==> src/rtl/wired_npc.sv <==
// ============================================================================
// wired_npc -- next-fetch-PC generator
//
// Produces one fetch-block request per two cycles toward the fetch target
// queue. After each accepted request it waits for the single-cycle fast
// predictor to decide where the next block starts. Backend and precise
// predictor redirects override the fast predictor. Each redirect advances a
// 2-bit epoch so that downstream logic can discard stale blocks.
//
// Parameters
//   PC_W        : PC width in bits
//   FETCH_BYTES : fetch block size in bytes (power of two, 4..64)
//   RESET_PC    : first fetch address after reset
//
// Ports
//   clk               : sole clock, rising edge
//   rst_n             : asynchronous reset, ACTIVE-HIGH despite the name
//   preq_valid_o      : prediction request valid (registered)
//   preq_ready_i      : request accepted by the FTQ
//   preq_pc_o         : fetch block start PC (registered)
//   preq_epoch_o      : redirect epoch of the request (registered)
//   pfast_valid_i     : fast predictor response valid
//   pfast_taken_i     : fast predictor says the block ends in a taken branch
//   pfast_target_i    : fast predicted target
//   pacc_valid_i      : precise predictor override valid
//   pacc_target_i     : precise override target
//   bk_redir_valid_i  : backend redirect (mispredict/exception)
//   bk_redir_pc_i     : backend redirect target
//
// Optional feature, macro WIRED_NPC_PERF_EN:
//   perf_bk_cnt_o     : number of backend redirects seen
//   perf_acc_cnt_o    : number of precise redirects that took effect
//   perf_req_cnt_o    : number of accepted requests
//   All three are 32-bit saturating counters cleared by reset.
// ============================================================================
module wired_npc #(
    parameter int              PC_W        = 32,
    parameter int              FETCH_BYTES = 16,
    parameter logic [PC_W-1:0] RESET_PC    = 32'h1C00_0000
) (
    input  logic            clk,
    input  logic            rst_n,
    output logic            preq_valid_o,
    input  logic            preq_ready_i,
    output logic [PC_W-1:0] preq_pc_o,
    output logic [1:0]      preq_epoch_o,
    input  logic            pfast_valid_i,
    input  logic            pfast_taken_i,
    input  logic [PC_W-1:0] pfast_target_i,
    input  logic            pacc_valid_i,
    input  logic [PC_W-1:0] pacc_target_i,
    input  logic            bk_redir_valid_i,
    input  logic [PC_W-1:0] bk_redir_pc_i
`ifdef WIRED_NPC_PERF_EN
    ,
    output logic [31:0]     perf_bk_cnt_o,
    output logic [31:0]     perf_acc_cnt_o,
    output logic [31:0]     perf_req_cnt_o
`endif
);

    // Fetch block size and masks, all sized to the PC width.
    localparam logic [PC_W-1:0] BLK_SIZE   = PC_W'(FETCH_BYTES);
    localparam logic [PC_W-1:0] BLK_MASK   = ~(BLK_SIZE - {{(PC_W-1){1'b0}}, 1'b1});
    localparam logic [PC_W-1:0] WORD_MASK  = ~{{(PC_W-2){1'b0}}, 2'b11};

    typedef enum logic [1:0] {
        ST_HOLD      = 2'd0,
        ST_ISSUE     = 2'd1,
        ST_WAIT_FAST = 2'd2
    } state_e;

    state_e          state_q, state_d;
    logic [PC_W-1:0] pc_q, pc_d;
    logic [1:0]      epoch_q, epoch_d;
    logic            valid_q, valid_d;

    logic            redir_s;
    logic [PC_W-1:0] redir_tgt_s;
    logic            handshake_s;

    // Start of the next sequential fetch block; the add wraps naturally
    // at the top of the address space.
    function automatic logic [PC_W-1:0] seq_pc(input logic [PC_W-1:0] pc);
        return (pc & BLK_MASK) + BLK_SIZE;
    endfunction

    // Every target loaded into the PC is forced onto a 4-byte boundary.
    function automatic logic [PC_W-1:0] word_align(input logic [PC_W-1:0] addr);
        return addr & WORD_MASK;
    endfunction

    // The request is accepted on the edge where the registered valid meets ready.
    assign handshake_s = valid_q & preq_ready_i;

    // Redirect selection: the backend always wins over the precise predictor.
    always_comb begin
        redir_s = bk_redir_valid_i | pacc_valid_i;
        if (bk_redir_valid_i) begin
            redir_tgt_s = word_align(bk_redir_pc_i);
        end else begin
            redir_tgt_s = word_align(pacc_target_i);
        end
    end

    // Next-state, next-PC and next-epoch logic.
    always_comb begin
        state_d = state_q;
        pc_d    = pc_q;
        epoch_d = epoch_q;
        case (state_q)
            ST_HOLD: begin
                // Out of reset: always move on. A redirect here only steers
                // the first fetch; there is no older request to invalidate,
                // so the epoch is left alone.
                state_d = ST_ISSUE;
                if (redir_s) begin
                    pc_d = redir_tgt_s;
                end else begin
                    pc_d = pc_q;
                end
            end
            ST_ISSUE: begin
                // A redirect wins even when the request is accepted on the
                // same edge: the accepted request carries the old epoch, and
                // the redirected block is presented next with the new one.
                if (redir_s) begin
                    pc_d    = redir_tgt_s;
                    epoch_d = epoch_q + 2'd1;
                    state_d = ST_ISSUE;
                end else if (handshake_s) begin
                    state_d = ST_WAIT_FAST;
                end else begin
                    state_d = ST_ISSUE;
                end
            end
            ST_WAIT_FAST: begin
                if (redir_s) begin
                    // The fast response in this cycle (if any) is dropped.
                    pc_d    = redir_tgt_s;
                    epoch_d = epoch_q + 2'd1;
                    state_d = ST_ISSUE;
                end else if (pfast_valid_i) begin
                    if (pfast_taken_i) begin
                        pc_d = word_align(pfast_target_i);
                    end else begin
                        pc_d = seq_pc(pc_q);
                    end
                    state_d = ST_ISSUE;
                end else begin
                    state_d = ST_WAIT_FAST;
                end
            end
            default: begin
                // Unreachable encoding: recover to a clean restart.
                state_d = ST_HOLD;
                pc_d    = RESET_PC;
                epoch_d = 2'd0;
            end
        endcase
        // Valid is registered: it is high exactly while the FSM sits in ISSUE.
        valid_d = (state_d == ST_ISSUE);
    end

    // FSM, PC, epoch and valid registers; note rst_n is active-high.
    always_ff @(posedge clk or posedge rst_n) begin
        if (rst_n) begin
            state_q <= ST_HOLD;
            pc_q    <= RESET_PC;
            epoch_q <= 2'd0;
            valid_q <= 1'b0;
        end else begin
            state_q <= state_d;
            pc_q    <= pc_d;
            epoch_q <= epoch_d;
            valid_q <= valid_d;
        end
    end

    assign preq_valid_o = valid_q;
    assign preq_pc_o    = pc_q;
    assign preq_epoch_o = epoch_q;

`ifdef WIRED_NPC_PERF_EN
    logic [31:0] perf_bk_q;
    logic [31:0] perf_acc_q;
    logic [31:0] perf_req_q;

    // Saturating increment: sticks at all-ones instead of wrapping.
    function automatic logic [31:0] sat_inc(input logic [31:0] cnt);
        if (cnt == 32'hFFFF_FFFF) begin
            return cnt;
        end else begin
            return cnt + 32'd1;
        end
    endfunction

    // Event counters; a precise redirect only counts when the backend
    // does not pre-empt it in the same cycle.
    always_ff @(posedge clk or posedge rst_n) begin
        if (rst_n) begin
            perf_bk_q  <= 32'd0;
            perf_acc_q <= 32'd0;
            perf_req_q <= 32'd0;
        end else begin
            if (bk_redir_valid_i) begin
                perf_bk_q <= sat_inc(perf_bk_q);
            end else begin
                perf_bk_q <= perf_bk_q;
            end
            if (!bk_redir_valid_i && pacc_valid_i) begin
                perf_acc_q <= sat_inc(perf_acc_q);
            end else begin
                perf_acc_q <= perf_acc_q;
            end
            if (handshake_s) begin
                perf_req_q <= sat_inc(perf_req_q);
            end else begin
                perf_req_q <= perf_req_q;
            end
        end
    end

    assign perf_bk_cnt_o  = perf_bk_q;
    assign perf_acc_cnt_o = perf_acc_q;
    assign perf_req_cnt_o = perf_req_q;
`endif

endmodule

==> config.mk <==
export PLATFORM = sky130hd
export DESIGN_NAME = wired_npc
export DESIGN_NICKNAME = d
export VERILOG_FILES = /design/src/rtl/wired_npc.sv
export SDC_FILE = /design/constraint.sdc
export NUM_CORES = 1
export LEC_CHECK = 0
export CAP_MARGIN = 20
export CORE_ASPECT_RATIO = 1.2
export CORE_MARGIN = 1
export CORE_UTILIZATION = 40
export CTS_BUF_LIST = sky130_fd_sc_hd__clkbuf_4
export CTS_CLUSTER_DIAMETER = 30
export DETAILED_ROUTE_END_ITERATION = 7
export PLACE_DENSITY = 0.77
export SYNTH_ARGS = -nofsm -noshare
export SYNTH_HDL_FRONTEND = slang
export SYNTH_SLANG_ARGS = --single-unit
==> constraint.sdc <==
create_clock -name clk -period 3.1 [get_ports clk]
set_input_delay 0.62 -clock clk [delete_from_list [all_inputs] [get_ports clk]]
set_output_delay 0.62 -clock clk [all_outputs]
set_load 0.005 [all_outputs]
== Word-level counts from Yosys, hierarchy flattened ==
Index checks and enable logic that the tools add are counted.

* Add/subtract/negate cells: 2
* Eq/ne operators: 6
* Muxes and demuxes: 13
* Bitwise operators: 3
* Reductions and logical operators: 5

{| class="wikitable"
|+ Operator list
! cell !! count
|-
| 2-to-1 mux 32 bit || 5
|-
| case mux 32 bit (2 select lines) || 1
|-
| adder 32 x 5 -> 32 bit, second input constant || 1
|-
| 2-to-1 mux 2 bit || 5
|-
| case mux 2 bit (3 select lines) || 1
|-
| equality test 2 x 1 -> 1 bit, second input constant || 2
|-
| != test 2 x 1 -> 1 bit, second input constant || 2
|-
| case mux 2 bit (2 select lines) || 1
|-
| AND reduction 2 bit || 2
|-
| OR reduction 2 bit || 2
|-
| != test 3 bit, second input constant || 1
|-
| adder 2 x 1 -> 2 bit, second input constant || 1
|-
| equality test 2 bit, second input constant || 1
|-
| zero test 2 bit || 1
|-
| AND 1 bit || 1
|-
| NOT 1 bit || 1
|-
| bitwise OR 1 bit || 1
|}

* Flip-flop bits (word level): 37
* Input port bits: 103
* Output and inout bits: 35
* Logic and storage cells: 33

== Depth between registers and ports, before layout ==
Gate-level depths: netlist of run 1.

* Word-level depth: 5
* Mapped depth: 10
* Gate-level depth less buffers: 7

== Least setup slack after synthesis of run 1 ==
OpenSTA, ideal clock, no wires.

* Kind: reg-to-reg
* From: register state_q[0]
* To: register pc_q[29] (netlist: preq_pc_o[29])
* Library setup time: 78 ps
* Arrival: 2134 ps
* Required time: 3022 ps
* Slack: 888 ps
* Stages on the path, launching flop included: 9
* Path buffers: 1
* Clock period less this slack: 2212 ps
* Cell sequence: dfrtp_1 > inv_1 > ha_1 > nor2_1 > a21oi_1 > buf_2 > or4_1 > o31ai_1 > o2bb2ai_1

* Word-level cells in the longest chain between the ends: 4
* Elaborated cells on any way between the ends: 8
* Classes of those cells: eq/ne: 4; mux: 1; reduce/logical: 3

{| class="wikitable"
|+ Ends and longest elaborated chain
! item !! line !! RTL
|-
| start: declaration || 73 || <nowiki>state_e state_q, state_d;</nowiki>
|-
| start signal: assignment || 173 || <nowiki>state_q <= state_d;</nowiki>
|-
| equality test 2 x 1 -> 1 bit or zero test 2 bit (tied branches) || 111 || <nowiki>case (state_q)</nowiki>
|-
| OR reduction 2 bit (no source line) || -- ||
|-
| != test 2 x 1 -> 1 bit (no source line) || -- ||
|-
| AND reduction 2 bit (no source line) || -- ||
|-
| end signal: assignment || 174 || <nowiki>pc_q <= pc_d;</nowiki>
|-
| end: declaration || 74 || <nowiki>logic [PC_W-1:0] pc_q, pc_d;</nowiki>
|}

Parallel ways exist; a longest one is shown, timed or not.
A chain may end at the register's enable or synchronous reset.

== Final worst setup path of run 1 ==
* From: register state_q[0]
* To: register pc_q[10] (netlist: preq_pc_o[10])

The elaborated chain is that of the path after synthesis.

==> results of run 1 <==
state kept, by name, indices dropped and copies added, names as in the netlist:
| signal | flops |
|---|---|
| preq_valid_o | 1 |
| preq_epoch_o | 2 |
| preq_pc_o | 30 |
| state_q | 2 |
cell usage in the layout (no fill, tap or decap), types with 3 or more instances in the layout:
master	n
a221o_1	4
a22o_1	5
xnor2_1	8
or3_1	4
nand3_1	15
nor4_1	7
o21ai_0	23
mux2i_1	32
o22ai_1	5
ha_1	5
nor2_1	28
nand2b_1	4
clkdlybuf4s50_1	128
o41ai_1	3
o31ai_1	11
a21oi_1	20
nor3_1	7
clkbuf_4	5
a31oi_1	6
nor3b_1	3
dfrtp_1	32
o2bb2ai_1	3
and4_1	3
o211ai_1	3
xor2_1	4
nand4_1	8
a221oi_1	3
a211o_1	3
nand2_1	39
a21o_1	3
or2_2	3
nor2b_1	9
dfstp_2	3
buf_4	18
o221ai_1	8
inv_1	8
worst min path at each step:
stage               slack, ns                          end  depth (start not counted)                         from
global route             0.53     preq_pc_o[2]$_DFFE_PP0P_                          2     preq_pc_o[2]$_DFFE_PP0P_
detailed placement       0.48  preq_epoch_o[1]$_DFFE_PP0P_                          1  preq_epoch_o[1]$_DFFE_PP0P_
floorplan                0.47     preq_pc_o[2]$_DFFE_PP0P_                          2     preq_pc_o[2]$_DFFE_PP0P_
CTS                      0.49  preq_epoch_o[1]$_DFFE_PP0P_                          1  preq_epoch_o[1]$_DFFE_PP0P_
finish                   0.49  preq_epoch_o[1]$_DFFE_PP0P_                          1  preq_epoch_o[1]$_DFFE_PP0P_
global placement         0.47  preq_epoch_o[1]$_DFFE_PP0P_                          1  preq_epoch_o[1]$_DFFE_PP0P_
logic make-up after synthesis:
group	after synthesis	synth area share
adders and majority gates	5	0.0197
other	1	0.00118
and+or+nand+nor	147	0.245
AOI/OAI and AO/OA	120	0.264
xor gates and xnor gates	12	0.0331
DFF	35	0.277
muxes	33	0.104
buffers and inverters	40	0.0552
stage by stage:
stage,instances,hold WS (ns),area [um2],setup WS [ns]
finish,609,0.491,4620,0.542
global route,609,0.533,4620,0.345
CTS,609,0.494,4620,0.590
detailed placement,602,0.475,4580,0.544
global placement,602,0.471,4580,0.562
floorplan,394,0.473,3180,0.888
area by class of cell:
type	count	area, um2
Sequential cell	35	880
Fill cell	676	3040
Tap cell	92	115
Clock inverter	2	8.76
Clock buffer	5	37.5
Inverter	9	33.8
Multi-Input combinational cell	319	2130
Timing Repair Buffer	147	1420
worst reg2reg max path, stage by stage (launching register included):
cell,delay (ns)
dfrtp_1,0.42
inv_1,0.09
ha_1,0.53
or3b_1,0.60
or3_1,0.45
buf_4,0.19
o221ai_1,0.18
routing by layer:
| metal | wire (um) | up-vias | part of all wire |
|---|---|---|---|
| li1 | - | 1738 | - |
| met1 | 4390 | 1719 | 0.39 |
| met2 | 5440 | 214 | 0.48 |
| met3 | 966 | 45 | 0.086 |
| met4 | 454 | 0 | 0.040 |
| met5 | 0 | - | 0 |
power breakdown:
part / switching, W / internal (W)
combinational: 0.000577 / 0.000749
clock: 0.000173 / 0.0000806
sequential: 0.000271 / 0.000647
==> run metrics, run 1 <==
layout cells sized above 1 0.0812; GPL Wtd Cong 0.905; CP startpoint kind register; Critical Path Stages 6; # diodes 0; routing usage on met2 0.465; busiest grt layer met2; Initial DRC Count about 180; row cnt 35; most common flop cell mapped by yosys dfrtp_1; Wirelength per Cell 18.5 um; final hold violations 0; PwrDens 540 mW/mm2; Initial Util 0.414; I/O Buffers ~130; mapped cell area 0.00317 mm2; reg2reg path depth 6; reg2reg setup slack between 0.5 and 0.6 ns; via density per instance 6.10; CP required 3.35 ns; Post-synth EDFFs 0; setup TNS 0 ns; r2r endpoint preq_pc_o[10]$_DFFE_PP0P_; die area between 0.008 and 0.009 mm2; Slew Limit Fails 0; cell family with most CP delay simple AND/OR/NAND/NOR gates; grt ovf 0; worst-path cell chain inv_1 > ha_1 > or3b_1 > or3_1 > buf_4 > o221ai_1; type of the tightest min-delay check register to register; Sink Count 35; post-route core utilization 0.603; worst setup path end preq_pc_o[10]$_DFFE_PP0P_; routing usage on met3 0.0573; post-synth top area share 0.252; fin crit share 0.825; Design Power 0.00250 W; slowest cell delay on critical path 0.59 ns; maximum vdd drop 0.000261 V; unique cell type count in the Yosys netlist 68; Tmin final 2.56 ns; H-Tree Depth 2; Critical Path End Type register; final net count 625; WL final roughly 11000 um; Area Overhead vs Synth 45.7%; Die Width 83.3 um; CTS buffer count 5; Fmax 391 MHz; drt first pass iters 5; num ports 138; Seq/Total Area, Yosys 0.277; Worst Clk Skew 0.0173 ns; count of final setup violators 0; Slew HR 0.437; CTS tree yes; GRT met1 Usage 0.317; post-synth top area cell dfrtp_1; Die Span Y 99.6 um; Avg Cell Area, Syn approximately 8 um2; Routed Antenna Nets 0; via count 3716; antenna violations before repair 0; main area contributors after synthesis dfrtp_1 25%, mux2i_1 10%, nand2_1 4.6%; RR Startpoint state_q[0]$_DFF_PP0_; Max clock buf depth 2; cts repair resizes 0; dpl hpwl 8430 um; global-route wire length before repair 18100 um; CTS root buffer clkbuf_4; Post-CTS Setup Bufs 0; leakage power 1.82 nW; Ys Warns 0; Core Area 0.00766 mm2; #FFs+latches synth 35; status finished, final reports clean; asr flop ratio synth 1.00; CP max FO 18; vias in the first global route 3708; Worst Setup SP state_q[0]$_DFF_PP0_; RSZ-0062 raised after global routing no; Crit Path Class register to register; clk_lat worst skew 0.35 ns; gr usage total 0.271; Critical-path top delay cell or3b_1; DRC Markers 0; largest net degree at the start of global routing 36; clk slew on worst S/H paths 0.12 ns; Max-Cap Viols 0; commonest cells in the netlist 39 x nand2_1, 32 x dfrtp_1, 32 x mux2i_1, 28 x nor2_1, 24 x o21ai_0; cell count after synthesis 393; cts hold-fix bufs 0; arrival time worst endpoint about 2.8 ns; worst-margin pin slew about 0.84 ns; count leader, synth nand2_1; Buf/Inv on CP 2
(Power assumes the default switching activity.)
==> run 2: changes to the inputs <==
==> constraint.sdc (replaced) <==
create_clock -name clk -period 2.65 [get_ports clk]
set_input_delay 0.53 -clock clk [delete_from_list [all_inputs] [get_ports clk]]
set_output_delay 0.53 -clock clk [all_outputs]
set_load 0.005 [all_outputs]
==> run 2 against run 1 <==
  * Die area unchanged
  * Wire length rose by 0.18%
  * Clock-buffer cell count rose by 1
==> run metrics, run 2 (synthesis results as in run 1) <==
leakage power 1.84 nW; CTS root buffer clkbuf_4; Largest register FFs 30; antenna violations before repair 0; type of the tightest min-delay check register to register; via count 3696; worst-margin pin slew about 0.83 ns; H-Tree Depth 2; DRC Markers 0; Max-Cap Viols 0; Initial DRC Count roughly 330; largest net degree at the start of global routing 36; Slew Limit Fails 0; arrival time worst endpoint 2.68 ns; num ports ~140; gr usage total 0.274; count of final setup violators 0; Die Span Y approximately 100 um; Max clock buf depth 2; clk slew on worst S/H paths 0.12 ns; WL final 11300 um; global-route wire length before repair 18200 um; Placed Instances around 600; drt first pass iters 5; maximum vdd drop roughly 0.00036 V; Die Width 83.3 um; Sink Count 35; Tmin final 2.40 ns; setup TNS 0 ns; Routed Antenna Nets 0; GPL Wtd Cong approximately 0.89; cts hold-fix bufs 0; Area Overhead vs Synth 46.7%; status finished, final reports clean; final net count around 630; CTS tree yes; via density per instance roughly 6; RSZ-0062 raised after global routing no; CP required around 3 ns; Core Area 0.00766 mm2; # diodes 0; Initial Util 0.414; Non-Filler Instances 612; clk_lat worst skew 0.35 ns; Worst Clk Skew 0.0116 ns; layout cells sized above 1 0.0846; I/O Buffers between 100 and 150; cts repair resizes 0; PwrDens 634 mW/mm2; commonest cells after routing, fill and taps aside 128 x clkdlybuf4s50_1, 39 x nand2_1, 32 x mux2i_1, 32 x dfrtp_1, 28 x nor2_1; Wirelength per Cell 18.4 um; fin crit share 0.906; dpl hpwl about 8400 um; Critical Path End Type register; final hold violations 0; Crit Path Class register to register; row cnt 35; CP startpoint kind register; most common library cell in the layout ignoring fill and taps clkdlybuf4s50_1; Fmax around 420 MHz; Slew HR 0.435; vias in the first global route 3615; grt ovf 0; CP max FO 12; CTS buffer count 5; die area 0.00829 mm2; Post-CTS Setup Bufs 0
[run 2: critical path, cell delays in order (launching register included)]
cell and delay, ns:
dfrtp_1 0.42, inv_1 0.09, ha_1 0.44, or3b_1 0.55, nor2_1 0.41, o2bb2ai_1 0.19
a41oi_1 0.06, o21ai_0 0.16
[run 2: cell type report]
cell class	instances	area, um2
clock buffers	6	45.0
clock inverters	2	7.51
fillers	681	3010
inverters	9	33.8
multi-input cells	319	2130
flip-flops and latches	35	880
well taps	92	115
repair buffers	149	1450
[run 2: final timing paths]
| check | startpoint | endpoint | slack [ns] | cells after the start |
|---|---|---|---|---|
| min in group asynchronous | rst_n | preq_pc_o[25]$_DFFE_PP0P_ | 0.59 | 3 |
| min | preq_epoch_o[1]$_DFFE_PP0P_ | preq_epoch_o[1]$_DFFE_PP0P_ | 0.49 | 1 |
| max in group asynchronous | rst_n | preq_pc_o[28]$_DFFE_PP1P_ | 1.70 | 3 |
| max | state_q[0]$_DFF_PP0_ | preq_pc_o[14]$_DFFE_PP0P_ | 0.25 | 7 |
| max reg2reg | state_q[0]$_DFF_PP0_ | preq_pc_o[14]$_DFFE_PP0P_ | 0.25 | 7 |
| min reg2reg | preq_epoch_o[1]$_DFFE_PP0P_ | preq_epoch_o[1]$_DFFE_PP0P_ | 0.49 | 1 |
[run 2: per-stage QoR]
step / total power, W / hold slack [ns] / area [um2] / worst slack, ns / utilization
CTS: 0.00294 / 0.496 / 4660 / 0.277 / 0.608
global route: 0.00314 / 0.526 / 4660 / 0.0809 / 0.608
floorplan: 0.00176 / 0.473 / 3180 / 0.438 / -
global placement: 0.00259 / 0.469 / 4600 / 0.174 / 0.601
detailed placement: 0.00263 / 0.483 / 4600 / 0.175 / 0.601
finish: 0.00295 / 0.492 / 4660 / 0.250 / 0.608
[run 2: power breakdown]
group / total [W] / internal [W] / switching, W
sequential: 0.00106 / 0.000757 / 0.000307
clock: 0.000309 / 0.000109 / 0.000200
combinational: 0.00158 / 0.000888 / 0.000690
total: 0.00295 / 0.00175 / 0.00120
[run 2: layer usage]
metal,up-vias,global-route usage,share of wire
li1,1740,-,-
met5,-,0,0
met3,23,0.0490,0.077
met4,0,0.111,0.026
met1,1731,0.330,0.40
met2,202,0.481,0.49
